==> src/rtl/spi_sensor_responder.sv <==
`timescale 1ns/1ps
// spi_sensor_responder: SPI mode-0 slave emulating an accelerometer register map.
// Latency: sclk/cs_n pin edge -> internal strobe 3 clk; miso updates 1 clk after the falling strobe.
// Backpressure: none; the master owns the bit rate, and clk must be at least 8x sclk.
//
// Ports:
//   clk, rst_n             system clock, async active-low reset
//   sclk, cs_n, mosi       raw SPI inputs from the master (synchronised internally)
//   x_data/y_data/z_data   live sensor samples, captured when a read byte is loaded
//   miso, miso_oe          serial read data and board-level tri-state enable
//   power_ctl, measure     POWER_CTL contents and its measure-mode decode
//   soft_rst               one-clk pulse when 0x52 is written to SOFT_RESET
module spi_sensor_responder #(
    parameter logic [7:0] DEVID_AD  = 8'hAD,
    parameter logic [7:0] DEVID_MST = 8'h1D,
    parameter logic [7:0] PARTID    = 8'hF2
) (
    input  logic       clk,
    input  logic       rst_n,
    input  logic       sclk,
    input  logic       cs_n,
    input  logic       mosi,
    input  logic [7:0] x_data,
    input  logic [7:0] y_data,
    input  logic [7:0] z_data,
    output logic       miso,
    output logic       miso_oe,
    output logic [7:0] power_ctl,
    output logic       measure,
    output logic       soft_rst
);

    localparam logic [7:0] CMD_WR     = 8'h0A;
    localparam logic [7:0] CMD_RD     = 8'h0B;
    localparam logic [7:0] A_SOFT_RST = 8'h1F;
    localparam logic [7:0] A_PWR_CTL  = 8'h2D;
    localparam logic [7:0] SOFT_KEY   = 8'h52;

    typedef enum logic [2:0] {
        S_IDLE, S_CMD, S_ADDR, S_WDATA, S_RDATA, S_IGNORE
    } state_t;

    state_t state_q, state_d;

    // Synchronisers: [0],[1] form the 2-flop synchroniser, [2] is the edge-detect delay.
    logic [2:0] sclk_q;
    logic [2:0] cs_q;
    logic [1:0] mosi_q;

    logic [2:0] bit_cnt_q, bit_cnt_d;
    logic [7:0] rx_shift_q, rx_shift_d;
    logic [7:0] tx_shift_q, tx_shift_d;
    logic [7:0] addr_q, addr_d;
    logic       cmd_rd_q, cmd_rd_d;
    logic [7:0] power_ctl_q, power_ctl_d;
    logic       soft_rst_q, soft_rst_d;

    logic       sclk_rise, sclk_fall, cs_fall, cs_rise;
    logic       byte_done;
    logic [7:0] rx_byte;
    logic [7:0] rd_data;

    always_ff @(posedge clk or negedge rst_n) begin
        if (!rst_n) begin
            sclk_q <= 3'b000;
            cs_q   <= 3'b111;
            mosi_q <= 2'b00;
        end else begin
            sclk_q <= {sclk_q[1:0], sclk};
            cs_q   <= {cs_q[1:0], cs_n};
            mosi_q <= {mosi_q[0], mosi};
        end
    end

    assign sclk_rise = sclk_q[1] & ~sclk_q[2];
    assign sclk_fall = ~sclk_q[1] & sclk_q[2];
    assign cs_fall   = ~cs_q[1] & cs_q[2];
    assign cs_rise   = cs_q[1] & ~cs_q[2];

    // mosi and sclk share the same synchroniser depth, so mosi_q[1] is the bit under the rising strobe.
    assign rx_byte   = {rx_shift_q[6:0], mosi_q[1]};
    assign byte_done = sclk_rise && (bit_cnt_q == 3'd7);

    // Read map; sensor samples are taken live at tx load time.
    always_comb begin
        rd_data = 8'h00;
        case (addr_q)
            8'h00:     rd_data = DEVID_AD;
            8'h01:     rd_data = DEVID_MST;
            8'h02:     rd_data = PARTID;
            8'h08:     rd_data = x_data;
            8'h09:     rd_data = y_data;
            8'h0A:     rd_data = z_data;
            A_PWR_CTL: rd_data = power_ctl_q;
            default:   rd_data = 8'h00;
        endcase
    end

    // FSM process 1: state register
    always_ff @(posedge clk or negedge rst_n) begin
        if (!rst_n) state_q <= S_IDLE;
        else        state_q <= state_d;
    end

    // FSM process 2: next state. A cs_n rise beats everything, including a coincident strobe.
    always_comb begin
        state_d = state_q;
        if (cs_rise) begin
            state_d = S_IDLE;
        end else if (cs_fall) begin
            state_d = S_CMD;
        end else begin
            case (state_q)
                S_CMD: begin
                    if (byte_done) begin
                        if (rx_byte == CMD_WR || rx_byte == CMD_RD) state_d = S_ADDR;
                        else                                        state_d = S_IGNORE;
                    end
                end
                S_ADDR: begin
                    if (byte_done) state_d = cmd_rd_q ? S_RDATA : S_WDATA;
                end
                default: state_d = state_q;
            endcase
        end
    end

    // FSM process 3: outputs
    always_comb begin
        miso    = (state_q == S_RDATA) ? tx_shift_q[7] : 1'b0;
        miso_oe = ~cs_q[2];
    end

    // Datapath next-state.
    always_comb begin
        bit_cnt_d   = bit_cnt_q;
        rx_shift_d  = rx_shift_q;
        tx_shift_d  = tx_shift_q;
        addr_d      = addr_q;
        cmd_rd_d    = cmd_rd_q;
        power_ctl_d = power_ctl_q;
        soft_rst_d  = 1'b0;

        if (cs_fall) begin
            bit_cnt_d  = 3'd0;
            rx_shift_d = 8'h00;
            tx_shift_d = 8'h00;
        end else if (!cs_rise && state_q != S_IDLE) begin
            if (sclk_rise) begin
                bit_cnt_d  = bit_cnt_q + 3'd1;
                rx_shift_d = rx_byte;
                if (byte_done) begin
                    case (state_q)
                        S_CMD:  cmd_rd_d = (rx_byte == CMD_RD);
                        S_ADDR: addr_d   = rx_byte;
                        S_WDATA: begin
                            if (addr_q == A_PWR_CTL) begin
                                power_ctl_d = rx_byte;
                            end else if (addr_q == A_SOFT_RST && rx_byte == SOFT_KEY) begin
                                power_ctl_d = 8'h00;
                                soft_rst_d  = 1'b1;
                            end
                            addr_d = addr_q + 8'd1;
                        end
                        default: ;
                    endcase
                end
            end
            // The falling edge with the bit counter at 0 opens a new read byte.
            if (sclk_fall && state_q == S_RDATA) begin
                if (bit_cnt_q == 3'd0) begin
                    tx_shift_d = rd_data;
                    addr_d     = addr_q + 8'd1;
                end else begin
                    tx_shift_d = {tx_shift_q[6:0], 1'b0};
                end
            end
        end
    end

    always_ff @(posedge clk or negedge rst_n) begin
        if (!rst_n) begin
            bit_cnt_q   <= 3'd0;
            rx_shift_q  <= 8'h00;
            tx_shift_q  <= 8'h00;
            addr_q      <= 8'h00;
            cmd_rd_q    <= 1'b0;
            power_ctl_q <= 8'h00;
            soft_rst_q  <= 1'b0;
        end else begin
            bit_cnt_q   <= bit_cnt_d;
            rx_shift_q  <= rx_shift_d;
            tx_shift_q  <= tx_shift_d;
            addr_q      <= addr_d;
            cmd_rd_q    <= cmd_rd_d;
            power_ctl_q <= power_ctl_d;
            soft_rst_q  <= soft_rst_d;
        end
    end

    assign power_ctl = power_ctl_q;
    assign measure   = (power_ctl_q[1:0] == 2'b10);
    assign soft_rst  = soft_rst_q;

endmodule

==> config.mk <==
export PLATFORM = sky130hd
export DESIGN_NAME = spi_sensor_responder
export DESIGN_NICKNAME = d
export VERILOG_FILES = /design/src/rtl/spi_sensor_responder.sv
export SDC_FILE = /design/constraint.sdc
export NUM_CORES = 1
export LEC_CHECK = 0
export ABC_AREA = 1
export CAP_MARGIN = 20
export CORE_MARGIN = 1.5
export CORE_UTILIZATION = 51
export CTS_CLUSTER_DIAMETER = 40
export DETAILED_ROUTE_END_ITERATION = 8
export GPL_ROUTABILITY_DRIVEN = 0
export PLACE_DENSITY = 0.75
export SKIP_LAST_GASP = 1
export SYNTH_ARGS = -nofsm -noshare
export SYNTH_HDL_FRONTEND = slang
export SYNTH_SLANG_ARGS = --single-unit
export TNS_END_PERCENT = 5
==> constraint.sdc <==
create_clock -name clk -period 1.9 [get_ports clk]
set_input_delay 0.285 -clock clk [delete_from_list [all_inputs] [get_ports clk]]
set_output_delay 0.285 -clock clk [all_outputs]
set_load 0.02 [all_outputs]
==> results of run 1 <==
[worst min-delay path by stage]
| stage | start | to | cells after the start |
|---|---|---|---|
| global route | cs_q[0]$_DFF_PN1_ | cs_q[1]$_DFF_PN1_ | 0 |
| floorplan | rst_n | addr_q[0]$_DFFE_PN0P_ | 0 |
| global placement | rst_n | addr_q[1]$_DFFE_PN0P_ | 1 |
| finish | mosi_q[0]$_DFF_PN0_ | mosi_q[1]$_DFF_PN0_ | 0 |
| CTS | mosi_q[0]$_DFF_PN0_ | mosi_q[1]$_DFF_PN0_ | 0 |
| detailed placement | rst_n | addr_q[1]$_DFFE_PN0P_ | 1 |
[routing by layer]
metal | vias up | GRT usage
met4 | 0 | 0.0636
li1 | 1279 | -
met5 | - | 0
met1 | 1156 | 0.311
met2 | 78 | 0.411
met3 | 10 | 0.0482
[cell type report]
type,count,area [um2]
Clock buffer,6,72.6
Fill cell,487,2020
Inverter,52,195
Multi-Input combinational cell,262,1460
Sequential cell,47,1180
Tap cell,72,90.1
Timing Repair Buffer,46,454
[cell usage after synthesis (4+ instances only)]
library cell	number
dfrtp_1	44
inv_2	9
nand3_2	6
nand2_1	89
nand4_1	8
o21ai_0	23
o21bai_1	7
nor2_4	8
nor2_1	24
nand3_1	29
ha_1	9
o22ai_1	7
nor3_1	6
a21oi_1	8
o21ai_1	11
inv_1	43
nor2_2	4
nand2_2	7
[where the power goes]
part	leakage (nW)	internal, W	switching (W)	total, W
Sequential	0.620	0.00108	0.0000981	0.00118
Combinational	0.889	0.000300	0.000498	0.000798
Clock	0.0371	0.000246	0.000306	0.000552
Total	1.55	0.00163	0.000902	0.00253
[kinds of logic (layout without fill, tap and decap cells)]
family                   after synthesis  after routing  synth area share
AND/OR/NAND/NOR                      190            190             0.340
AO/OA/AOI/OAI                         59             59             0.119
buffers and inverters                 54            104            0.0761
flip-flops                            47             47             0.413
adder cells (fa/ha/maj)                9              9            0.0394
XOR/XNOR                               4              4            0.0123
[worst max-delay path, cell delays in order, from the launching register on]
cell and delay [ps]:
dfrtp_1 380, ha_1 190, ha_1 190, nand3_2 140, inv_2 60, nand2_2 100
nor2_2 60, nor2_1 300, o21ai_0 130, nand2_1 60, o21ai_0 70
[what timing repair did]
action | CTS | global route
resized for setup | 1 | 1
endpoints found under the hold margin | 19 | 0
endpoints found under the setup margin | 1 | 8
hold buffers | 1 | 0
pin swaps | 0 | 0
[registers in the layout, summed over array words and instances, names as in the netlist, 3 cells and up]
name	flops
power_ctl	8
state_q	3
sclk_q	3
bit_cnt_q	3
addr_q	8
rx_shift_q	7
tx_shift_q	8
cs_q	3
[per-stage QoR]
stage | setup slack [ps] | total power, W | cells | utilization
after floorplan | 201 | 0.00174 | 363 | -
after global placement | 180 | 0.00199 | 478 | 0.616
after detailed placement | 137 | 0.00200 | 478 | 0.616
after CTS | 121 | 0.00256 | 485 | 0.631
after global routing | -27.0 | 0.00271 | 485 | 0.631
final | 88.8 | 0.00253 | 485 | 0.631
[cells in the final DEF, fill, tap and decap left out, types with 2 or more instances in the layout]
master / netlist / final
a21oi_1: 8 / 8
buf_4: 0 / 4
clkbuf_8: 0 / 5
clkdlybuf4s50_1: 0 / 38
dfrtp_1: 44 / 44
dfstp_2: 3 / 3
ha_1: 9 / 9
inv_1: 43 / 42
inv_2: 9 / 10
nand2_1: 89 / 89
nand2_2: 7 / 7
nand2_4: 2 / 2
nand3_1: 29 / 29
nand3_2: 6 / 6
nand4_1: 8 / 8
nor2_1: 24 / 24
nor2_2: 4 / 4
nor2_4: 8 / 8
nor3_1: 6 / 6
nor3_2: 2 / 2
o21ai_0: 23 / 23
o21ai_1: 11 / 11
o21bai_1: 7 / 7
o22ai_1: 7 / 7
xor2_1: 3 / 3
==> impl_metrics.tcl, run 1 <==
set metrics [dict create \
    critPathRequiredTime_ps 2080 \
    antenna_found_initial 0 \
    wl_per_cell_um 14.0 \
    grt-ovfl-total 0 \
    dr_total_vias 2523 \
    dpl.hpwl_mm 5.34 \
    maxSlewViolCount 0 \
    maxCapViolCount 0 \
    synth_edf_count 0 \
    rsz0062_at_grt "yes" \
    synth_cell_types 32 \
    initial_core_util 0.522 \
    async_flop_share 1.00 \
    path_class "register to register" \
    drtPass1Iterations 4 \
    met3WireLength_um 400 \
    ant_nets 0 \
    timing.fmax_ghz 0.552 \
    io_pins 41 \
    cp-end-kind "register" \
    synth_nets 401 \
    drt_wl_total_mm 6.78 \
    portBuffers 40 \
    synth_top_area_frac 0.385 \
    drt-met1-wl_mm 3.07 \
    yosysWarnings 0 \
    drive_above_1_share 0.140 \
    grt_pass1_vias 2546 \
    postCtsSetupRepairBufs 0 \
    hp-class "register to register" \
    cts_buffers 5 \
    yosysTopAreaCell "dfrtp_1" \
    grt_max_degree 25 \
    cts_tree "built" \
    reg2reg_from "bit_cnt_q[0]$_DFFE_PN0P_" \
    fin_crit_ps 1810 \
    cellPowerDensity_nw_per_um2 733 \
    insertion_delay_ps 290 \
    cp.arrival_ps 1990 \
    syn_area_um2 2860 \
    ys_seq_area_frac 0.413 \
    dpl_cell_area_um2 3370 \
    core-area_um2 5470 \
    crit_end "addr_q[5]$_DFFE_PN0P_" \
    status "complete, no violations" \
    startpoint_type "register" \
    post-route-period-util 0.953 \
    cts_root_buf "clkbuf_8" \
    avgSynthCellArea_um2 7.88 \
    reg2reg_to "addr_q[5]$_DFFE_PN0P_" \
    tns_ps 0 \
    via_per_inst 5.20 \
    rrSetupSlack_ps 90 \
    synthTopCellsByArea "dfrtp_1 (39%), nand2_1 (12%), inv_1 (5.6%)" \
    h-tree-depth 2 \
    hold_viol 0 \
    highest_layer "met4" \
    p_leak_nw 1.55 \
    crit_path_max_fanout 5 \
    clkSinkCount 47 \
    route.met2.wl_mm 3.22 \
    reg2reg_depth 10 \
    ys_ff_latch 47 \
    track_usage 0.241 \
    die_h_um 77.9 \
    hold_ws_ps 357 \
    fin_skew_ps 5.44 \
    drc_errors 0 \
    grt_first_pass_wirelength_mm 11.5 \
    nets 452 \
    area_growth_syn_to_layout_pct 20.8 \
    relSlewSlack 0.629 \
    dominantRegCellSynth "dfrtp_1" \
    setup.worst_path.start "bit_cnt_q[0]$_DFFE_PN0P_" \
    ir_drop_mv 0.460 \
    worstMarginPinSlew_ps 556 \
    dr.first_iter.drc_count 187 \
    ctsLongestPathBuffers 2 \
    die-area_um2 6060 \
    setup_viol 0 \
    synthCells 363 \
    final_area_um2 3450 \
    clkTransAtPathRegs_ps 80 \
    die_w_um 77.9 \
    diodes 0 \
    rows 27 \
]
Note: power is estimated with default switching activity, not from simulation.
==> run 2, diff against run 1 <==
--- a/config.mk
+++ b/config.mk
@@ -6,6 +6,7 @@
 export NUM_CORES = 1
 export LEC_CHECK = 0
 export ABC_AREA = 1
+export ABC_CLOCK_PERIOD_IN_PS = 1900
 export CAP_MARGIN = 20
 export CORE_MARGIN = 1.5
 export CORE_UTILIZATION = 51
==> results of run 2 <==
Same layout as run 1: the final DEF is identical, and so are final timing and power.
==> run 3, diff against run 2 <==
--- a/config.mk
+++ b/config.mk
@@ -9,13 +9,13 @@
 export ABC_CLOCK_PERIOD_IN_PS = 1900
 export CAP_MARGIN = 20
 export CORE_MARGIN = 1.5
-export CORE_UTILIZATION = 51
+export CORE_UTILIZATION = 45
 export CTS_CLUSTER_DIAMETER = 40
 export DETAILED_ROUTE_END_ITERATION = 8
 export GPL_ROUTABILITY_DRIVEN = 0
-export PLACE_DENSITY = 0.75
+export PLACE_DENSITY = 0.68
 export SKIP_LAST_GASP = 1
 export SYNTH_ARGS = -nofsm -noshare
 export SYNTH_HDL_FRONTEND = slang
 export SYNTH_SLANG_ARGS = --single-unit
-export TNS_END_PERCENT = 5
+export TNS_END_PERCENT = 10
==> impl_metrics.tcl, run 3 (synthesis results as in run 1) <==
set metrics [dict create \
    status "complete, no violations" \
    clkSinkCount 47 \
    dpl.hpwl_mm 5.41 \
    diodes 0 \
    hold_ws_ps 353 \
    insertion_delay_ps 300 \
    rows 28 \
    portBuffers 40 \
    wl_per_cell_um 13.7 \
    ir_drop_mv 0.568 \
    path_class "register to output port" \
    initial_core_util 0.474 \
    worstMarginPinSlew_ps 497 \
    grtUsageMet2 0.380 \
    die-area_um2 6840 \
    drive_above_1_share 0.145 \
    hold_depth 0 \
    min-delay-start "mosi_q[0]$_DFF_PN0_" \
    track_usage 0.216 \
    relSlewSlack 0.669 \
    p_total_w 0.00271 \
    fin_skew_ps 7.67 \
    cts_buffers 5 \
    drtPass1Iterations 4 \
    core-area_um2 6030 \
    reg2reg_to "power_ctl[6]$_DFFE_PN0P_" \
    grt_max_degree 28 \
    dr.first_iter.drc_count 112 \
    hold_viol 0 \
    h-tree-depth 2 \
    nets 452 \
    use_met3 0.0352 \
    maxCapViolCount 0 \
    cts_root_buf "clkbuf_8" \
    antenna_found_initial 0 \
    holdPathEnd "mosi_q[1]$_DFF_PN0_" \
    ant_nets 0 \
    cp-end-kind "output port" \
    drc_errors 0 \
    fin_ws_ps 143 \
    fin_crit_ps 1760 \
    reg2reg_from "cs_q[1]$_DFF_PN1_" \
    ctsLongestPathBuffers 2 \
    die_h_um 82.7 \
    drt_wl_total_mm 6.74 \
    dpl_worst_slack_ps 105 \
    setup.worst_path.start "power_ctl[0]$_DFFE_PN0P_" \
    rsz0062_at_grt "no" \
    reg2reg_depth 8 \
    tns_ps 0 \
    critPathRequiredTime_ps 1620 \
    via_per_inst 5.17 \
    maxSlewViolCount 0 \
    grtUsageMet1 0.273 \
    post-route-period-util 0.925 \
    clkTransAtPathRegs_ps 90 \
    io_pins 41 \
    crit_path_max_fanout 4 \
    cellPowerDensity_nw_per_um2 775 \
    placed_cells 481 \
    die_w_um 82.7 \
    grt_first_pass_wirelength_mm 11.0 \
    cp.arrival_ps 1470 \
    grt-ovfl-total 0 \
    startpoint_type "register" \
    postCtsSetupRepairBufs 0 \
    rrSetupSlack_ps 150 \
    grt_pass1_vias 2410 \
    area_growth_syn_to_layout_pct 22.3 \
    dr_total_vias 2533 \
    layout_common_cells "nand2_1 (89), dfrtp_1 (44), inv_1 (43)" \
    cts_tree "built" \
    hp-class "register to register" \
    finalNonFillerCells 490 \
    timing.fmax_ghz 0.569 \
    setup_viol 0 \
    layout_commonest_cell "nand2_1" \
    fill_cells 565 \
    busiest_layer "met2" \
    p_leak_nw 1.56 \
]
==> run 3: repair_timing <==
action,CTS,global route
endpoints found under the setup margin,1,5
hold buffers,1,0
hold endpoints to repair,20,0
resized for setup,1,1
==> run 3: how the worst max path moves through the flow <==
| stage | cells after the start | endpoint | slack (ps) |
|---|---|---|---|
| 2_1_floorplan | 10 | addr_q[7]$_DFFE_PN0P_ | 200 |
| 3_3_place_gp | 10 | addr_q[0]$_DFFE_PN0P_ | 150 |
| 3_5_place_dp | 10 | addr_q[5]$_DFFE_PN0P_ | 100 |
| 4_1_cts | 10 | addr_q[5]$_DFFE_PN0P_ | 90 |
| 5_1_grt | 12 | addr_q[7]$_DFFE_PN0P_ | 4 |
| 6_report | 2 | measure | 140 |
==> run 3: where the power goes <==
group / internal, W / leakage (nW) / switching (W)
Clock: 0.000393 / 0.0514 / 0.000346
Sequential: 0.00108 / 0.620 / 0.0000949
Combinational: 0.000303 / 0.890 / 0.000490
Total: 0.00178 / 1.56 / 0.000931
==> run 3: metal layers <==
layer,vias to the layer above,routed length (um)
li1,1284,-
met1,1160,3100
met2,81,3140
met3,8,405
met4,0,88
met5,-,0
==> run 3: critical path, stage by stage, from the launching register on <==
cell,delay (ps)
dfrtp_1,430
nor2_1,130
clkdlybuf4s50_1,610
==> run 3: stage by stage <==
step / utilization / cell area, um2
6_report: 0.580 / 3500
5_1_grt: 0.580 / 3500
4_1_cts: 0.580 / 3490
3_5_place_dp: 0.560 / 3380
3_3_place_gp: 0.560 / 3380
2_1_floorplan: - / 2860
==> run 3: final cells by class <==
cell class	count	area, um2	share of cell area
Inverter	52	195	0.0558
Sequential cell	47	1180	0.337
Timing Repair Buffer	46	454	0.130
Multi-Input combinational cell	262	1460	0.419
Clock buffer	6	72.6	0.0208
Tap cell	75	93.8	0.0268
Clock inverter	2	37.5	0.0107
